## config.mk

```make
export PLATFORM = sky130hd
export DESIGN_NAME = mesh_router_param
export DESIGN_NICKNAME = d
export VERILOG_FILES = /design/src/rtl/mesh_router_param.sv
export SDC_FILE = /design/constraint.sdc
export NUM_CORES = 2
export LEC_CHECK = 0
export CAP_MARGIN = 20
export CORE_ASPECT_RATIO = 0.75
export CORE_MARGIN = 1.5
export CORE_UTILIZATION = 25
export CTS_CLUSTER_SIZE = 10
export DETAILED_ROUTE_END_ITERATION = 6
export PLACE_DENSITY_LB_ADDON = 0.25
export RECOVER_POWER = 50
export SYNTH_ARGS = -nofsm -noshare
export SYNTH_HDL_FRONTEND = slang
export SYNTH_SLANG_ARGS = --single-unit
```

## constraint.sdc

```tcl
create_clock -name clk -period 15 [get_ports clk]
set_input_delay 3 -clock clk [delete_from_list [all_inputs] [get_ports clk]]
set_output_delay 3 -clock clk [all_outputs]
set_load 0.01 [all_outputs]
```

## src/rtl/mesh_router_param.sv

```systemverilog
// mesh_router_param: one wormhole mesh router for every mesh position.
//   The router has five ports: N, S, W, E and L (local). PORT_EN removes the
//   ports that do not exist at edge and corner positions.
//   Each input has its own FIFO. Packets use YX routing. Each output has a
//   round-robin arbiter with a wormhole lock and a credit counter. A packet
//   that routes to a missing port, or back out of the port it came in on,
//   is consumed and counted as dropped.
//
// Ports (port index p: 0=N 1=S 2=W 3=E 4=L; vectors are packed by p)
//   clk              clock
//   reset            asynchronous active-low reset
//   yx_addr_router_i this router's {y,x}, static after reset
//   data_i/valid_i   incoming flits, one DATA_W lane per port
//   credit_i         one-cycle credit returned by each downstream buffer
//   data_o/valid_o   outgoing flits (registered)
//   credit_o         one-cycle credit sent upstream on each input FIFO pop
//   overflow_o       sticky: a flit arrived while that input FIFO was full
//   drop_cnt_o       saturating count of dropped (misrouted) packets
module mesh_router_param #(
  parameter int         DATA_W    = 16,
  parameter int         COORD_W   = 4,
  parameter int         BUF_DEPTH = 8,
  parameter logic [4:0] PORT_EN   = 5'b11111
) (
  input  logic                 clk,
  input  logic                 reset,
  input  logic [2*COORD_W-1:0] yx_addr_router_i,
  input  logic [5*DATA_W-1:0]  data_i,
  input  logic [4:0]           valid_i,
  input  logic [4:0]           credit_i,
  output logic [5*DATA_W-1:0]  data_o,
  output logic [4:0]           valid_o,
  output logic [4:0]           credit_o,
  output logic [4:0]           overflow_o,
  output logic [7:0]           drop_cnt_o
);

  localparam int NP    = 5;
  localparam int PTR_W = $clog2(BUF_DEPTH);
  localparam int CNT_W = $clog2(BUF_DEPTH + 1);

  typedef enum logic [1:0] {IN_HEAD, IN_BODY, IN_DROP} in_state_t;

  // Tail and single flits both have the type MSB set.
  function automatic logic flit_is_tail(input logic [DATA_W-1:0] f);
    return f[DATA_W-1];
  endfunction

  // YX routing: y grows southward, x grows eastward.
  function automatic logic [2:0] yx_route(input logic [2*COORD_W-1:0] dest,
                                          input logic [2*COORD_W-1:0] me);
    logic [COORD_W-1:0] dy, dx, my, mx;
    dy = dest[2*COORD_W-1:COORD_W];
    dx = dest[COORD_W-1:0];
    my = me[2*COORD_W-1:COORD_W];
    mx = me[COORD_W-1:0];
    if (dy < my)      return 3'd0;
    else if (dy > my) return 3'd1;
    else if (dx < mx) return 3'd2;
    else if (dx > mx) return 3'd3;
    return 3'd4;
  endfunction

  // Round-robin pick that starts at ptr. The result is {found, index}.
  function automatic logic [3:0] rr_pick(input logic [NP-1:0] r, input logic [2:0] ptr);
    logic [3:0] res;
    int         idx;
    res = 4'b0;
    for (int k = 0; k < NP; k++) begin
      idx = int'(ptr) + k;
      if (idx >= NP) idx = idx - NP;
      if (!res[3] && r[idx]) res = {1'b1, 3'(idx)};
    end
    return res;
  endfunction

  // ---------------- input side ----------------
  logic [DATA_W-1:0] fifo_mem  [NP][BUF_DEPTH];
  logic [PTR_W-1:0]  wr_ptr    [NP];
  logic [PTR_W-1:0]  rd_ptr    [NP];
  logic [PTR_W:0]    fill      [NP];
  logic [DATA_W-1:0] head_flit [NP];
  logic [2:0]        target    [NP];
  in_state_t         in_state     [NP];
  in_state_t         in_state_nxt [NP];
  logic [NP-1:0]     fifo_empty, fifo_full, fifo_wr, pop;
  logic [NP-1:0]     misroute, head_req, drop_start, drop_pop;
  logic [NP-1:0]     credit_q, overflow_q;
  logic [7:0]        drop_cnt_q;
  logic [2:0]        drop_inc;
  logic [8:0]        drop_sum;

  // ---------------- output side ----------------
  logic [NP-1:0]             req [NP];
  logic [NP-1:0]             gnt_found;
  logic [2:0]                gnt_idx  [NP];
  logic [NP-1:0]             out_locked;
  logic [2:0]                owner    [NP];
  logic [2:0]                rr_ptr   [NP];
  logic [NP-1:0][CNT_W-1:0]  credit_cnt;
  logic [NP-1:0]             send, credit_in;
  logic [2:0]                send_src [NP];
  logic [DATA_W-1:0]         data_q   [NP];
  logic [NP-1:0]             valid_q;

  // NOTE: every signal driven in always_comb gets a value on all paths
  // (defaults first), so no latches are inferred.
  always_comb begin
    for (int p = 0; p < NP; p++) begin
      head_flit[p]  = fifo_mem[p][rd_ptr[p]];
      fifo_empty[p] = (fill[p] == '0);
      fifo_full[p]  = (fill[p] == (PTR_W+1)'(BUF_DEPTH));
      target[p]     = yx_route(head_flit[p][2*COORD_W-1:0], yx_addr_router_i);
      // Misroute: the target port is missing, or the packet would U-turn.
      misroute[p]   = !PORT_EN[target[p]] || (target[p] == 3'(p));
      head_req[p]   = PORT_EN[p] && (in_state[p] == IN_HEAD) && !fifo_empty[p] && !misroute[p];
      drop_start[p] = PORT_EN[p] && (in_state[p] == IN_HEAD) && !fifo_empty[p] && misroute[p];
      drop_pop[p]   = drop_start[p] ||
                      (PORT_EN[p] && (in_state[p] == IN_DROP) && !fifo_empty[p]);
    end
  end

  // Arbitration and send selection. An input requests only the output its
  // head routes to, so a FIFO head is served by at most one output.
  always_comb begin
    pop = drop_pop;
    for (int o = 0; o < NP; o++) begin
      for (int p = 0; p < NP; p++)
        req[o][p] = head_req[p] && (target[p] == 3'(o)) && PORT_EN[o] &&
                    !out_locked[o] && (credit_cnt[o] != '0);
      {gnt_found[o], gnt_idx[o]} = rr_pick(req[o], rr_ptr[o]);
      if (out_locked[o]) begin
        send_src[o] = owner[o];
        send[o]     = !fifo_empty[owner[o]] && (credit_cnt[o] != '0);
      end else begin
        send_src[o] = gnt_idx[o];
        send[o]     = gnt_found[o];
      end
    end
    for (int o = 0; o < NP; o++)
      if (send[o]) pop[send_src[o]] = 1'b1;
  end

  // Per-input packet state. A popped tail ends the packet. A popped
  // non-tail head starts either forwarding or dropping.
  always_comb begin
    for (int p = 0; p < NP; p++) begin
      in_state_nxt[p] = in_state[p];
      if (pop[p]) begin
        if (flit_is_tail(head_flit[p]))
          in_state_nxt[p] = IN_HEAD;
        else if (in_state[p] == IN_HEAD)
          in_state_nxt[p] = drop_start[p] ? IN_DROP : IN_BODY;
      end
    end
  end

  // A full FIFO still accepts a flit in a cycle where it also pops.
  assign fifo_wr   = valid_i & PORT_EN & (~fifo_full | pop);
  assign credit_in = credit_i & PORT_EN;

  always_comb begin
    drop_inc = '0;
    for (int p = 0; p < NP; p++) drop_inc = drop_inc + 3'(drop_start[p]);
    drop_sum = {1'b0, drop_cnt_q} + 9'(drop_inc);
  end

  // NOTE: sequential state uses non-blocking assignments only, so every
  // flop samples the values from before the clock edge.
  always_ff @(posedge clk or negedge reset) begin
    if (!reset) begin
      for (int p = 0; p < NP; p++) begin
        wr_ptr[p]   <= '0;
        rd_ptr[p]   <= '0;
        fill[p]     <= '0;
        in_state[p] <= IN_HEAD;
      end
      credit_q   <= '0;
      overflow_q <= '0;
      drop_cnt_q <= '0;
    end else begin
      for (int p = 0; p < NP; p++) begin
        if (fifo_wr[p]) wr_ptr[p] <= wr_ptr[p] + 1'b1;
        if (pop[p])     rd_ptr[p] <= rd_ptr[p] + 1'b1;
        fill[p]     <= fill[p] + (PTR_W+1)'(fifo_wr[p]) - (PTR_W+1)'(pop[p]);
        in_state[p] <= in_state_nxt[p];
      end
      credit_q   <= pop & PORT_EN;
      overflow_q <= overflow_q | (valid_i & PORT_EN & fifo_full & ~pop);
      drop_cnt_q <= drop_sum[8] ? 8'hFF : drop_sum[7:0];
    end
  end

  // NOTE: the FIFO storage has no reset. The pointers and fill counts
  // define which entries are valid, so stale contents are never read.
  always_ff @(posedge clk) begin
    for (int p = 0; p < NP; p++)
      if (fifo_wr[p]) fifo_mem[p][wr_ptr[p]] <= data_i[p*DATA_W +: DATA_W];
  end

  always_ff @(posedge clk or negedge reset) begin
    if (!reset) begin
      out_locked <= '0;
      valid_q    <= '0;
      credit_cnt <= {NP{CNT_W'(BUF_DEPTH)}};
      for (int o = 0; o < NP; o++) begin
        owner[o]  <= '0;
        rr_ptr[o] <= '0;
        data_q[o] <= '0;
      end
    end else begin
      for (int o = 0; o < NP; o++) begin
        valid_q[o] <= send[o];
        if (send[o]) data_q[o] <= head_flit[send_src[o]];

        // A grant moves the pointer past the winner. A multi-flit packet
        // also locks the output until its tail leaves.
        if (!out_locked[o] && gnt_found[o]) begin
          rr_ptr[o] <= (gnt_idx[o] == 3'(NP-1)) ? 3'd0 : gnt_idx[o] + 3'd1;
          if (!flit_is_tail(head_flit[gnt_idx[o]])) begin
            out_locked[o] <= 1'b1;
            owner[o]      <= gnt_idx[o];
          end
        end else if (out_locked[o] && send[o] && flit_is_tail(head_flit[owner[o]])) begin
          out_locked[o] <= 1'b0;
        end

        case ({send[o], credit_in[o]})
          2'b10:   credit_cnt[o] <= credit_cnt[o] - 1'b1;
          2'b01:   if (credit_cnt[o] != CNT_W'(BUF_DEPTH)) credit_cnt[o] <= credit_cnt[o] + 1'b1;
          default: ;
        endcase
      end
    end
  end

  // A credit that arrives while the counter is already full points to an
  // upstream accounting bug. The counter ignores it.
  for (genvar o = 0; o < NP; o++) begin : g_credit_chk
    credit_overflow_a : assert property (@(posedge clk) disable iff (!reset)
      !(credit_in[o] && !send[o] && (credit_cnt[o] == CNT_W'(BUF_DEPTH))));
  end

  for (genvar o = 0; o < NP; o++) begin : g_out
    assign data_o[o*DATA_W +: DATA_W] = PORT_EN[o] ? data_q[o] : '0;
  end
  assign valid_o    = valid_q & PORT_EN;
  assign credit_o   = credit_q;
  assign overflow_o = overflow_q;
  assign drop_cnt_o = drop_cnt_q;

endmodule

```

==> run_results.csv <==
group,metric,value,unit
run_status,violations,"capacitance limit, slew limit",
sta,timing.hold.ws,469,ps
clocking,clockBufferDepth,3,
logic_synthesis,synthTopCellsByCount,"640 x edfxtp_1, 213 x dfrtp_1, 193 x nor2_1",
sta,finalHoldViolCount,0,
setup_path,r2r_slack,6470,ps
placement,dp_hpwl,112000,um
clocking,clk-insertion-delay-late,750,ps
floorplanning,die_h,372,um
layout,nFillCells,18176,
routing,drt_wl_total,157000,um
run_status,outcome,"finished, violations left",
logic_synthesis,yosysUniqueCellTypes,129,
floorplanning,row_count,135,
routing,dr.first_iter.drc_count,3306,
clocking,cts_setup_buffers,0,
logic_synthesis,yosysSeqAreaShare,0.544,
setup_path,cpPeakStageDelay,3920,ps
setup_path,start_kind,"input pin",
floorplanning,start_util,0.252,
setup_path,crit_cells,2,
logic_synthesis,async_flop_share,0.254,
setup_path,arrival,10100,ps
sta,relSlewSlack,-2.85,
setup_path,crit_start,"reset",
routing,wl_met1,70400,um
setup_path,critical_path.top_delay_family,"buffers and inverters",
logic_synthesis,synth_edf_count,640,
sta,final.setup.tns,0,ps
clocking,cts_root_buf,"clkbuf_16",
min_path,hp-class,"reg -> reg",
setup_path,reg2reg_to,"fill[11]",
routing,route.detailed.drc,0,
clocking,cts_made_buffers,98,
sta,worst_pin_slew,5770,ps
routing,top_layer,"met5",
sta,max_freq,95.4,MHz
routing,dr_wl_met3,11700,um
clocking,cts_hold_buf,0,
global_route,antenna_found_initial,27,
setup_path,reg2reg_depth,24,
routing,avgRoutedWirePerCell,25.2,um
global_route,grt_overflow,0,
clocking,clk_pin_slew,60,ps
logic_synthesis,yosysMostFrequentCell,"edfxtp_1",
setup_path,path_cells,"clkbuf_1 > clkbuf_1",
floorplanning,pin_count,203,
logic_synthesis,synthTopCellsByArea,"edfxtp_1 42%, dfrtp_1 12%, mux4_2 8.4%, ha_1 4.6%, mux2i_1 3.1%",
clocking,cts_sinks,858,
sta,setup_viol,0,
setup_path,required,14620,ps
routing,drtAntennaViolNets,0,
floorplanning,coreArea,180000,um2
clocking,cts_tree,"built",
routing,dr.pass1.iters,6,
job,max_cap_violations,3,
global_route,grt_pass1_vias,30393,
min_path,min_from,"overflow_o[1]",
sta,period_share,0.699,
sta,rsz0062_at_grt,"no",
setup_path,criticalPathCategory,"in -> async",
layout,final_util,0.299,
logic_synthesis,yosysTopAreaCellShare,0.423,
layout,final_nets,4000,
placement,place_congestion,0.894,
clocking,ctsResizeCount,0,
sta,fin_worst_skew,65.3,ps
min_path,hold_depth,1,
logic_synthesis,netlist_instances,3483,
setup_path,rr_startpoint,"rd_ptr[0]",
floorplanning,die-area,184000,um2
logic_synthesis,yosys_warnings,0,
global_route,grt_use_total,0.167,
sta,drv_slew,223,
logic_synthesis,synthesis.nets,3763,
global_route,grt_pass1_wl,224000,um
global_route,grt_max_degree,89,
min_path,min_to,"overflow_o[1]",
routing,wl_met2,70000,um
logic_synthesis,synth_largest_area_cell,"edfxtp_1",
floorplanning,fp.dieW,495,um
setup_path,critical_path.most_common_cell,"clkbuf_1",
logic_synthesis,synthFlopType,"edfxtp_1",
logic_synthesis,syn-cell-area,45400,um2
logic_synthesis,syn_avg_cell_area,13.0,um2
setup_path,path_buf_inv,2,
placement,port_buffers,202,
layout,drive_gt1_frac,0.166,
routing,vias,32001,
setup_path,cp_slowest_cell,"clkbuf_1",
logic_synthesis,ys_ff_latch,858,
routing,vias_per_cell,5.16,
setup_path,crit_path_end_kind,"async pin",
sta,timing.final.crit_period,10490,ps
clocking,htreeDepth,3,
setup_path,cp_max_fo,88,
layout,area_growth,18.9,%
how the worst max path moves through the flow:
stage / to / slack [ps]
CTS: fill[17] / 5710
detailed placement: fill[17] / 4960
global placement: fill[17] / 5050
global route: rd_ptr[0] / 3160
finish: rd_ptr[0] / 4510
floorplan: fifo_mem[0][432] / 6480
sequential cells by signal (all words and copies together) (netlist names), 8 cells and up:
signal      count
fifo_mem      640
data_o         80
credit_cnt     20
fill           20
owner          15
rd_ptr         15
rr_ptr         15
wr_ptr         15
in_state       10
drop_cnt_o      8
cells in the final DEF, fill, tap and decap left out, types with 40 or more instances in the layout:
master           count
inv_1              173
o21ai_0            160
edfxtp_1           640
mux4_2             170
mux2_2              41
nor3_1              56
o22ai_1             81
ha_1               167
clkbuf_16          100
a21oi_1            137
clkdlybuf4s50_1     70
mux2i_1            134
nand3_1             45
a21o_1              40
buf_4              127
clkbuf_1            74
nand2b_1            41
dlygate4sd3_1      131
nand2_1            162
nor2_1             193
dfrtp_1            207
metal layers:
metal / GRT usage / up-vias
met3: 0.0353 / 261
met5: 0 / -
li1: - / 14230
met4: 0.0459 / 20
met2: 0.255 / 1186
met1: 0.237 / 16304
area by class of cell:
cell class	count	area, um2	share of cell area
antenna	2	5.00	0.0000928
tap	2397	3000	0.0556
clock inverter	10	166	0.00308
multi-input combinational	2251	19600	0.363
sequential	858	24700	0.458
timing repair buffer	332	3000	0.0557
inverter	179	672	0.0125
clock buffer	175	2820	0.0523
stage by stage:
stage,cells,cell area [um2],setup slack [ps]
6_report,6204,53900,4510
2_1_floorplan,3483,45400,6480
3_3_place_gp,6012,50900,5050
4_1_cts,6198,53900,5710
3_5_place_dp,6013,50900,4960
5_1_grt,6202,53900,3160
cells by family after synthesis:
| kind of cell | Yosys count | share of synthesized area |
|---|---|---|
| DFF | 858 | 0.544 |
| AOI/OAI and AO/OA | 873 | 0.140 |
| and+or+nand+nor | 782 | 0.0929 |
| xor gates and xnor gates | 58 | 0.0114 |
| buffers and inverters | 374 | 0.0326 |
| adders and majority gates | 180 | 0.0518 |
| muxes | 358 | 0.127 |
Power is left out: the tool's default activity adds up to more than one toggle a clock period on the data nets, which glitch-free logic cannot reach.
